File: src/rtl/uart_result_tx.sv
// rtl/uart_result_tx.sv - N-bit word to NB back-to-back 8N1 UART frames, LSB byte first; UART_TX_PARITY_EN adds even parity
module uart_result_tx #(
    parameter int clk_freq       = 50000000,
    parameter int uart_baud_rate = 57600,
    parameter int N              = 16
) (
    input  logic         clk,
    input  logic         rst,
    input  logic [N-1:0] i_data,
    input  logic         i_valid,
    output logic         o_ready,
    output logic         uart_txd,
    output logic         o_busy,
    output logic         o_done
);

    localparam int DIV = clk_freq / uart_baud_rate;
    localparam int NB  = N / 8;
    localparam int CW  = (DIV > 1) ? $clog2(DIV) : 1;
    localparam int BW  = (NB > 1) ? $clog2(NB) : 1;
    localparam logic [CW-1:0] BAUD_LAST = CW'(DIV - 1);
    localparam logic [BW-1:0] LAST_BYTE = BW'(NB - 1);

`ifdef UART_TX_PARITY_EN
    typedef enum logic [2:0] {IDLE, START, DATA, PARITY, STOP} state_t;
`else
    typedef enum logic [1:0] {IDLE, START, DATA, STOP} state_t;
`endif

    state_t         state;
    logic [CW-1:0]  baud_cnt;
    logic [2:0]     bit_cnt;
    logic [BW-1:0]  byte_idx;
    logic [7:0]     byte_q;
    logic [N-1:0]   word_q;
    logic           baud_end;
`ifdef UART_TX_PARITY_EN
    logic           parity_q;
`endif

    assign baud_end = (baud_cnt == BAUD_LAST);

    always_ff @(posedge clk or negedge rst) begin
        if (!rst) begin
            state    <= IDLE;
            baud_cnt <= '0;
            bit_cnt  <= '0;
            byte_idx <= '0;
            byte_q   <= '0;
            word_q   <= '0;
            uart_txd <= 1'b1;
            o_ready  <= 1'b1;
            o_busy   <= 1'b0;
            o_done   <= 1'b0;
`ifdef UART_TX_PARITY_EN
            parity_q <= 1'b0;
`endif
        end else begin
            o_done <= 1'b0;
            case (state)
                IDLE: begin
                    baud_cnt <= '0;
                    if (i_valid && o_ready) begin
                        // word_q holds the bytes still to be sent, next byte in its low bits
                        byte_q   <= i_data[7:0];
                        word_q   <= i_data >> 8;
                        byte_idx <= '0;
                        state    <= START;
                        uart_txd <= 1'b0;
                        o_ready  <= 1'b0;
                        o_busy   <= 1'b1;
`ifdef UART_TX_PARITY_EN
                        parity_q <= ^i_data[7:0];
`endif
                    end
                end
                START: begin
                    if (baud_end) begin
                        baud_cnt <= '0;
                        bit_cnt  <= '0;
                        state    <= DATA;
                        uart_txd <= byte_q[0];
                        byte_q   <= byte_q >> 1;
                    end else begin
                        baud_cnt <= baud_cnt + 1'b1;
                    end
                end
                DATA: begin
                    if (baud_end) begin
                        baud_cnt <= '0;
                        if (bit_cnt == 3'd7) begin
`ifdef UART_TX_PARITY_EN
                            state    <= PARITY;
                            uart_txd <= parity_q;
`else
                            state    <= STOP;
                            uart_txd <= 1'b1;
`endif
                        end else begin
                            bit_cnt  <= bit_cnt + 3'd1;
                            uart_txd <= byte_q[0];
                            byte_q   <= byte_q >> 1;
                        end
                    end else begin
                        baud_cnt <= baud_cnt + 1'b1;
                    end
                end
`ifdef UART_TX_PARITY_EN
                PARITY: begin
                    if (baud_end) begin
                        baud_cnt <= '0;
                        state    <= STOP;
                        uart_txd <= 1'b1;
                    end else begin
                        baud_cnt <= baud_cnt + 1'b1;
                    end
                end
`endif
                STOP: begin
                    if (baud_end) begin
                        baud_cnt <= '0;
                        if (byte_idx != LAST_BYTE) begin
                            byte_idx <= byte_idx + 1'b1;
                            byte_q   <= word_q[7:0];
                            word_q   <= word_q >> 8;
                            state    <= START;
                            uart_txd <= 1'b0;
`ifdef UART_TX_PARITY_EN
                            parity_q <= ^word_q[7:0];
`endif
                        end else begin
                            state   <= IDLE;
                            o_ready <= 1'b1;
                            o_busy  <= 1'b0;
                            o_done  <= 1'b1;
                        end
                    end else begin
                        baud_cnt <= baud_cnt + 1'b1;
                    end
                end
                default: begin
                    state    <= IDLE;
                    uart_txd <= 1'b1;
                    o_ready  <= 1'b1;
                    o_busy   <= 1'b0;
                end
            endcase
        end
    end

endmodule

File: config.mk
export PLATFORM = sky130hd
export DESIGN_NAME = uart_result_tx
export DESIGN_NICKNAME = d
export VERILOG_FILES = /design/src/rtl/uart_result_tx.sv
export SDC_FILE = /design/constraint.sdc
export NUM_CORES = 1
export LEC_CHECK = 0
export ABC_AREA = 1
export BUFFER_PORTS_ARGS = -buffer_cell sky130_fd_sc_hd__buf_2
export CELL_PAD_IN_SITES_DETAIL_PLACEMENT = 2
export CELL_PAD_IN_SITES_GLOBAL_PLACEMENT = 2
export CORE_MARGIN = 1
export CORE_UTILIZATION = 34
export CTS_CLUSTER_SIZE = 14
export DETAILED_ROUTE_END_ITERATION = 10
export PLACE_DENSITY_LB_ADDON = 0.25
export SYNTH_ARGS = -nofsm -noshare
export SYNTH_HDL_FRONTEND = slang
export SYNTH_SLANG_ARGS = --single-unit
export TNS_END_PERCENT = 100
File: constraint.sdc
create_clock -name clk -period 2.25 [get_ports clk]
set_clock_uncertainty 0.15 [all_clocks]
set_input_delay 0.45 -clock clk [delete_from_list [all_inputs] [get_ports clk]]
set_output_delay 0.45 -clock clk [all_outputs]
set_load 0.01 [all_outputs]
==> flow_summary.yaml, run 1 <==
worst_hold_path:
  min_path_type: "input pin to asynchronous set/reset pin"
synthesis:
  synth_top_family_by_area: "simple AND/OR/NAND/NOR gates"
  synth.top_cell.area_share_pct: 42.9
  mappedNetlistArea_sq_mm: 0.00198
  avgSynthCellArea_sq_um: 8.26
  mappedNetlistNets: 267
  synth-seq-area-share_pct: 45.6
  synth.area.mux_share_pct: 0
  synth-warning-count: 0
  synth-adder-area-share_pct: 5.05
  yosys.area.top_type: "sky130_fd_sc_hd__dfrtp_1"
  synth_compound_area_share_pct: 9.91
  syn_inst: 240
  synthSimpleGateAreaFrac_pct: 32.3
  synth_most_common_cell: "sky130_fd_sc_hd__nand2_1"
  netlist_top_cells_area: "sky130_fd_sc_hd__dfrtp_1 (43%), sky130_fd_sc_hd__nand2_1 (16%), sky130_fd_sc_hd__ha_1 (5.1%)"
  yosys_most_used_dff: "sky130_fd_sc_hd__dfrtp_1"
  synthXorXnorAreaFrac_pct: 1.33
  flip_flop_and_latch_count_after_synthesis: 36
  synth.distinct_cells: 37
  synth-async-reset-ratio_pct: 100
  synth.top_cells.by_count: "sky130_fd_sc_hd__nand2_1 (87), sky130_fd_sc_hd__dfrtp_1 (34), sky130_fd_sc_hd__inv_1 (15), sky130_fd_sc_hd__nand4_1 (15), sky130_fd_sc_hd__nor2_1 (14)"
  synth-edff-count: 0
worst_setup_path:
  cp.depth: 8
  critical_path_required_ns: 2.28
  reg2regPathDepth: 8
  startpoint: "baud_cnt[0]"
  regToRegEndpoint: "word_q[0]"
  critical-path-max-stage-delay_ns: 0.38
  crit_arrival_ns: 1.97
  worst-path-buf-inv: 0
  criticalPathCategory: "flop to flop"
  r2r_setup_slack_ns: 0.31
  critical_path_endpoint: "word_q[0]"
  slowest_stage: "sky130_fd_sc_hd__dfrtp_1"
  cp-end-kind: "flop"
  critical_path.most_common_cell: "sky130_fd_sc_hd__nand2_1"
  timing.rr.start: "baud_cnt[0]"
  nature_of_the_critical_path_startpoint: "flop"
  critical-path-top-delay-family: "simple AND/OR/NAND/NOR gates"
  cp_cell_sequence: "ha_1 -> nand2_1 -> nor2_2 -> nand3_4 -> a21oi_4 -> nand2_2 -> nand2_1 -> nand2_1"
  cp_max_fo: 12
placed_design:
  routabilityCongestion: 0.761
  buffer_ports.inserted: 22
  dpl.hpwl_um: 4010
  preCtsSetupSlack_ns: 0.229
clocking:
  numCtsBuffers: 5
  post_cts_resized: 0
  htree_levels: 2
  cts.sink_count: 36
  clk_latency_ns: 0.29
  tritoncts: "built"
  post-cts-setup-buffers: 0
  cts-root-buf: "sky130_fd_sc_hd__clkbuf_8"
  cts_hold_buf: 0
  clkTransAtPathRegs_ns: 0.07
  maximum_count_of_clock_buffers_along_a_single_path: 2
drt:
  num_vias: 1704
  drcViolationCount: 0
  drt-wirelength-per-cell_um: 15.9
  routed_met3_length_um: 137
  route.met2.wl_um: 2620
  drtAntennaViolNets: 0
  route.layer.met1.wl_um: 2580
  drt_first_iter_violations: 110
  drt-total-wl_um: 5400
  drt-pass1-iter-count: 4
  top_signal_layer_used: "met4"
  avgViaCountPerCell: 5.03
grt:
  antenna_found_initial: 0
  grtUsageTotal_pct: 20.3
  maximum_number_of_pins_on_one_net_before_global_route_repair: 37
  overflow: 0
  via_count_of_the_first_global_routing_pass: 1857
  wire_length_of_the_first_global_routing_pass_um: 9470
timing:
  timing.slew.headroom_pct: 68.5
  final_period_minus_worst_setup_slack_ns: 1.94
  timing.setup.tns_ns: 0
  report.final.hold_viol_count: 0
  least_setup_slack_across_all_paths_after_layout_ns: 0.306
  worst-slew-pin-transition_ns: 0.473
  timing.final.setup_violations: 0
  fin_crit_sh_pct: 86.4
  rsz0062_at_grt: "no"
  achievable-frequency_ghz: 0.514
  final-max-slew-violation-count: 0
  hold_ws_ns: 0.0435
floorplanning:
  die_h_um: 78.4
  io_pins: 23
  start_util_pct: 35.6
  design.die.area_sq_mm: 0.00614
  core_area_sq_mm: 0.00557
  placement_rows: 27
  die_x_um: 78.4
power:
  power_total_mw: 1.17
  power_leakage_nw: 1.12
  total_power_density_per_cell_area_mw_per_mm2: 519
  power.ir.vdd_worst_uv: 249
outcome:
  result_of_the_run: "finished, final reports clean"
flow_run:
  max-cap-violations: 0
cells_and_area:
  antenna_cells: 0
  num-nets-final: 293
  n_fill_cell: 666
  sequential_cell_area_sq_um: 903
  utilization_pct: 40.5
  area_of_combinational_cells_with_multiple_inputs_sq_um: 965
  layout-drive-gt1-share_pct: 19.9
  area_delta_synth_final_pct: 14.0
==> worst register-to-register path: cells and delay by family (launching register included) <==
kind	cells	cell delay (ns)
adder cells (fa/ha/maj)	1	0.20
AND/OR/NAND/NOR	6	0.76
AO/OA/AOI/OAI	1	0.34
flip-flops	1	0.38
==> area by class of cell <==
cell class / count / share of cell area, %
sequential: 36 / 40.0
clock buffer: 6 / 3.65
tap: 72 / 3.99
clock inverter: 2 / 0.443
timing repair buffer: 25 / 5.87
multi-input combinational: 178 / 42.7
inverter: 20 / 3.38
==> worst min-delay path by stage <==
| stage | endpoint | cells after the start | start |
|---|---|---|---|
| 2_1_floorplan | baud_cnt[0] | 0 | rst |
| 5_1_grt | byte_q[2] | 2 | rst |
| 6_report | byte_q[3] | 2 | rst |
| 3_3_place_gp | baud_cnt[0] | 1 | baud_cnt[0] |
| 4_1_cts | byte_q[0] | 2 | rst |
| 3_5_place_dp | byte_q[2] | 2 | byte_q[2] |
==> metrics by stage <==
stage	std cells	cell area, sq um
2_1_floorplan	240	1980
3_3_place_gp	331	2160
3_5_place_dp	331	2160
4_1_cts	339	2260
5_1_grt	339	2260
6_report	339	2260
==> placed cells by master, fill, tap and decap left out, types with 2 or more instances in the layout <==
master	netlist	layout
sky130_fd_sc_hd__o21ai_0	2	2
sky130_fd_sc_hd__o21a_1	2	2
sky130_fd_sc_hd__ha_1	8	7
sky130_fd_sc_hd__nor3_1	2	2
sky130_fd_sc_hd__clkinv_2	1	3
sky130_fd_sc_hd__a21o_1	7	7
sky130_fd_sc_hd__nor3b_1	3	3
sky130_fd_sc_hd__xor2_1	3	3
sky130_fd_sc_hd__a21oi_1	10	10
sky130_fd_sc_hd__dfstp_2	2	2
sky130_fd_sc_hd__buf_4	2	3
sky130_fd_sc_hd__nor2_1	14	14
sky130_fd_sc_hd__clkbuf_8	0	6
sky130_fd_sc_hd__inv_1	15	15
sky130_fd_sc_hd__nand4_1	15	15
sky130_fd_sc_hd__nand3_1	5	5
sky130_fd_sc_hd__dfrtp_1	34	34
sky130_fd_sc_hd__buf_2	2	22
sky130_fd_sc_hd__nand2_1	87	87
sky130_fd_sc_hd__nand2_2	3	3
sky130_fd_sc_hd__inv_2	4	4
sky130_fd_sc_hd__o21ai_1	3	3
==> routing by layer <==
metal  global-route usage [%]  up-vias
li1                         -      836
met1                     27.3      839
met2                     32.9       22
met3                     3.49        7
met4                     6.67        0
met5                        0        -
==> report_power, final <==
part,switching [mW],internal (mW)
Clock,0.243,0.245
Combinational,0.0210,0.0167
Sequential,0,0.647
Total,0.264,0.908
==> sequential cells by signal (all words and copies together), names as in the netlist <==
| signal | flops |
|---|---|
| word_q | 8 |
| uart_txd | 1 |
| state | 2 |
| byte_q | 8 |
| bit_cnt | 3 |
| baud_cnt | 10 |
| o_done | 1 |
| o_busy | 1 |
| byte_idx | 1 |
| o_ready | 1 |
==> cells by family after synthesis <==
| family | Yosys count |
|---|---|
| and+or+nand+nor | 137 |
| adders and majority gates | 8 |
| xor gates and xnor gates | 3 |
| buffers and inverters | 26 |
| DFF | 36 |
| AOI/OAI and AO/OA | 30 |
Power figures use the tool's default switching activity.
==> run 2, diff against run 1 <==
--- a/config.mk
+++ b/config.mk
@@ -13,6 +13,7 @@
 export CORE_UTILIZATION = 34
 export CTS_CLUSTER_SIZE = 14
 export DETAILED_ROUTE_END_ITERATION = 10
+export GPL_TIMING_DRIVEN = 0
 export PLACE_DENSITY_LB_ADDON = 0.25
 export SYNTH_ARGS = -nofsm -noshare
 export SYNTH_HDL_FRONTEND = slang
==> flow_summary.yaml, run 2 (same netlist as run 1, synthesis figures left out) <==
power:
  seq_power_share_pct: 54.5
  total_power_density_per_cell_area_mw_per_mm2: 521
  power_total_mw: 1.19
  p_switching_uw: 252
  power_switching_share_pct: 21.3
  share_clk_of_total_power_pct: 42.6
  internal-power_uw: 935
  power_leakage_nw: 1.13
  power.ir.vdd_worst_uv: 223
  combPwrFrac_pct: 3.0
drt:
  avgViaCountPerCell: 5.00
  drcViolationCount: 0
  drtAntennaViolNets: 0
  drt-total-wl_um: 5220
  drt-wirelength-per-cell_um: 15.3
  drt-pass1-iter-count: 4
  num_vias: 1704
  drt_first_iter_violations: 48
clocking:
  maximum_count_of_clock_buffers_along_a_single_path: 2
  cts.sink_count: 36
  cts-root-buf: "sky130_fd_sc_hd__clkbuf_8"
  clk_latency_ns: 0.28
  cts_hold_buf: 0
  numCtsBuffers: 5
  post-cts-setup-buffers: 0
  tritoncts: "built"
  htree_levels: 2
  post_cts_resized: 0
  clkTransAtPathRegs_ns: 0.07
placed_design:
  routabilityCongestion: 0.784
  dpl.hpwl_um: 3870
  dpl-instance-area_sq_mm: 0.00218
  preCtsSetupSlack_ns: 0.260
  buffer_ports.inserted: 22
  place.detailed.instances: 334
floorplanning:
  placement_rows: 27
  die_h_um: 78.4
  start_util_pct: 35.6
  core_area_sq_mm: 0.00557
  die_x_um: 78.4
  design.die.area_sq_mm: 0.00614
  io_pins: 23
cells_and_area:
  final_cell_count_no_fill: 341
  number_of_flip_flops_under_the_largest_register_name: 10
  layout-drive-gt1-share_pct: 19.7
  mostFrequentLayoutCells: "sky130_fd_sc_hd__nand2_1 (87), sky130_fd_sc_hd__dfrtp_1 (34), sky130_fd_sc_hd__buf_2 (24), sky130_fd_sc_hd__inv_1 (15), sky130_fd_sc_hd__nand4_1 (15)"
  final_cell_area_sq_mm: 0.00228
  antenna_cells: 0
  top_regs: "baud_cnt (10), byte_q (8), word_q (8)"
  layout_commonest_cell: "sky130_fd_sc_hd__nand2_1"
  area_delta_synth_final_pct: 15.0
  utilization_pct: 40.9
  regMostFlops: "baud_cnt"
  num-nets-final: 296
worst_setup_path:
  critical-path-max-stage-delay_ns: 0.43
  criticalPathCategory: "flop to flop"
  nature_of_the_critical_path_startpoint: "flop"
  cp_cell_sequence: "inv_1 -> ha_1 -> clkbuf_1 -> buf_2 -> inv_1 -> nand3_1 -> nand2_1 -> nand4_1 -> nand2_1"
  slowest_stage: "sky130_fd_sc_hd__dfrtp_1"
  crit_arrival_ns: 2.02
  critical_path_required_ns: 2.28
  cp-end-kind: "flop"
  reg2regPathDepth: 9
  cp.depth: 9
  cp_max_fo: 10
  worst-path-buf-inv: 4
  r2r_setup_slack_ns: 0.26
  critical-path-top-delay-family: "buffers and inverters"
timing:
  timing.final.setup_violations: 0
  fin_crit_sh_pct: 88.4
  worst-slew-pin-transition_ns: 0.845
  report.final.hold_viol_count: 0
  least_setup_slack_across_all_paths_after_layout_ns: 0.262
  hold_ws_ns: 0.119
  timing.setup.tns_ns: 0
  final-max-slew-violation-count: 0
  timing.slew.headroom_pct: 43.7
  rsz0062_at_grt: "no"
  achievable-frequency_ghz: 0.503
  final_period_minus_worst_setup_slack_ns: 1.99
grt:
  via_count_of_the_first_global_routing_pass: 1881
  overflow: 0
  wire_length_of_the_first_global_routing_pass_um: 9090
  grtUsageTotal_pct: 19.3
  antenna_found_initial: 0
  maximum_number_of_pins_on_one_net_before_global_route_repair: 37
flow_run:
  max-cap-violations: 0
outcome:
  result_of_the_run: "finished, final reports clean"
worst_hold_path:
  min_path_type: "input pin to asynchronous set/reset pin"
-- run 2: cell count changes in the layout (fill, tap and decap cells not counted), sizes merged --
cell / previous run / this run
buf: 25 / 27
clkbuf: 6 / 8
clkinv: 3 / 1
-- run 2: final timing paths --
kind / from / endpoint
max reg2reg: state[0] / byte_q[7]
max: state[0] / byte_q[7]
min reg2reg: baud_cnt[0] / baud_cnt[0]
min: rst / bit_cnt[1]
min in group clk: i_data[10] / word_q[2]
max in group asynchronous: rst / word_q[3]
-- run 2: final cells by class --
class | count | area (sq um)
plain buffers | 6 | 40.0
clock buffers | 7 | 96.3
fillers | 668 | 3300
inverters | 20 | 76.3
multi-input cells | 178 | 962
flip-flops and latches | 36 | 903
well taps | 72 | 90.1
repair buffers | 22 | 110
-- run 2: power by group through the flow --
stage | clock, mW | combinational (mW) | sequential, mW
global placement | 0 | 0.0367 | 0.659
finish | 0.506 | 0.0352 | 0.647
floorplan | 0 | 0.00625 | 0.659
CTS | 0.518 | 0.0371 | 0.647
detailed placement | 0 | 0.0369 | 0.659
global route | 0.541 | 0.0404 | 0.646
-- run 2: layer usage --
layer	track usage [%]	wire length, um	up-vias
met4	4.44	38	0
met3	3.95	123	4
met1	24.7	2520	840
met2	33.2	2540	22
li1	-	-	838
met5	0	0	-
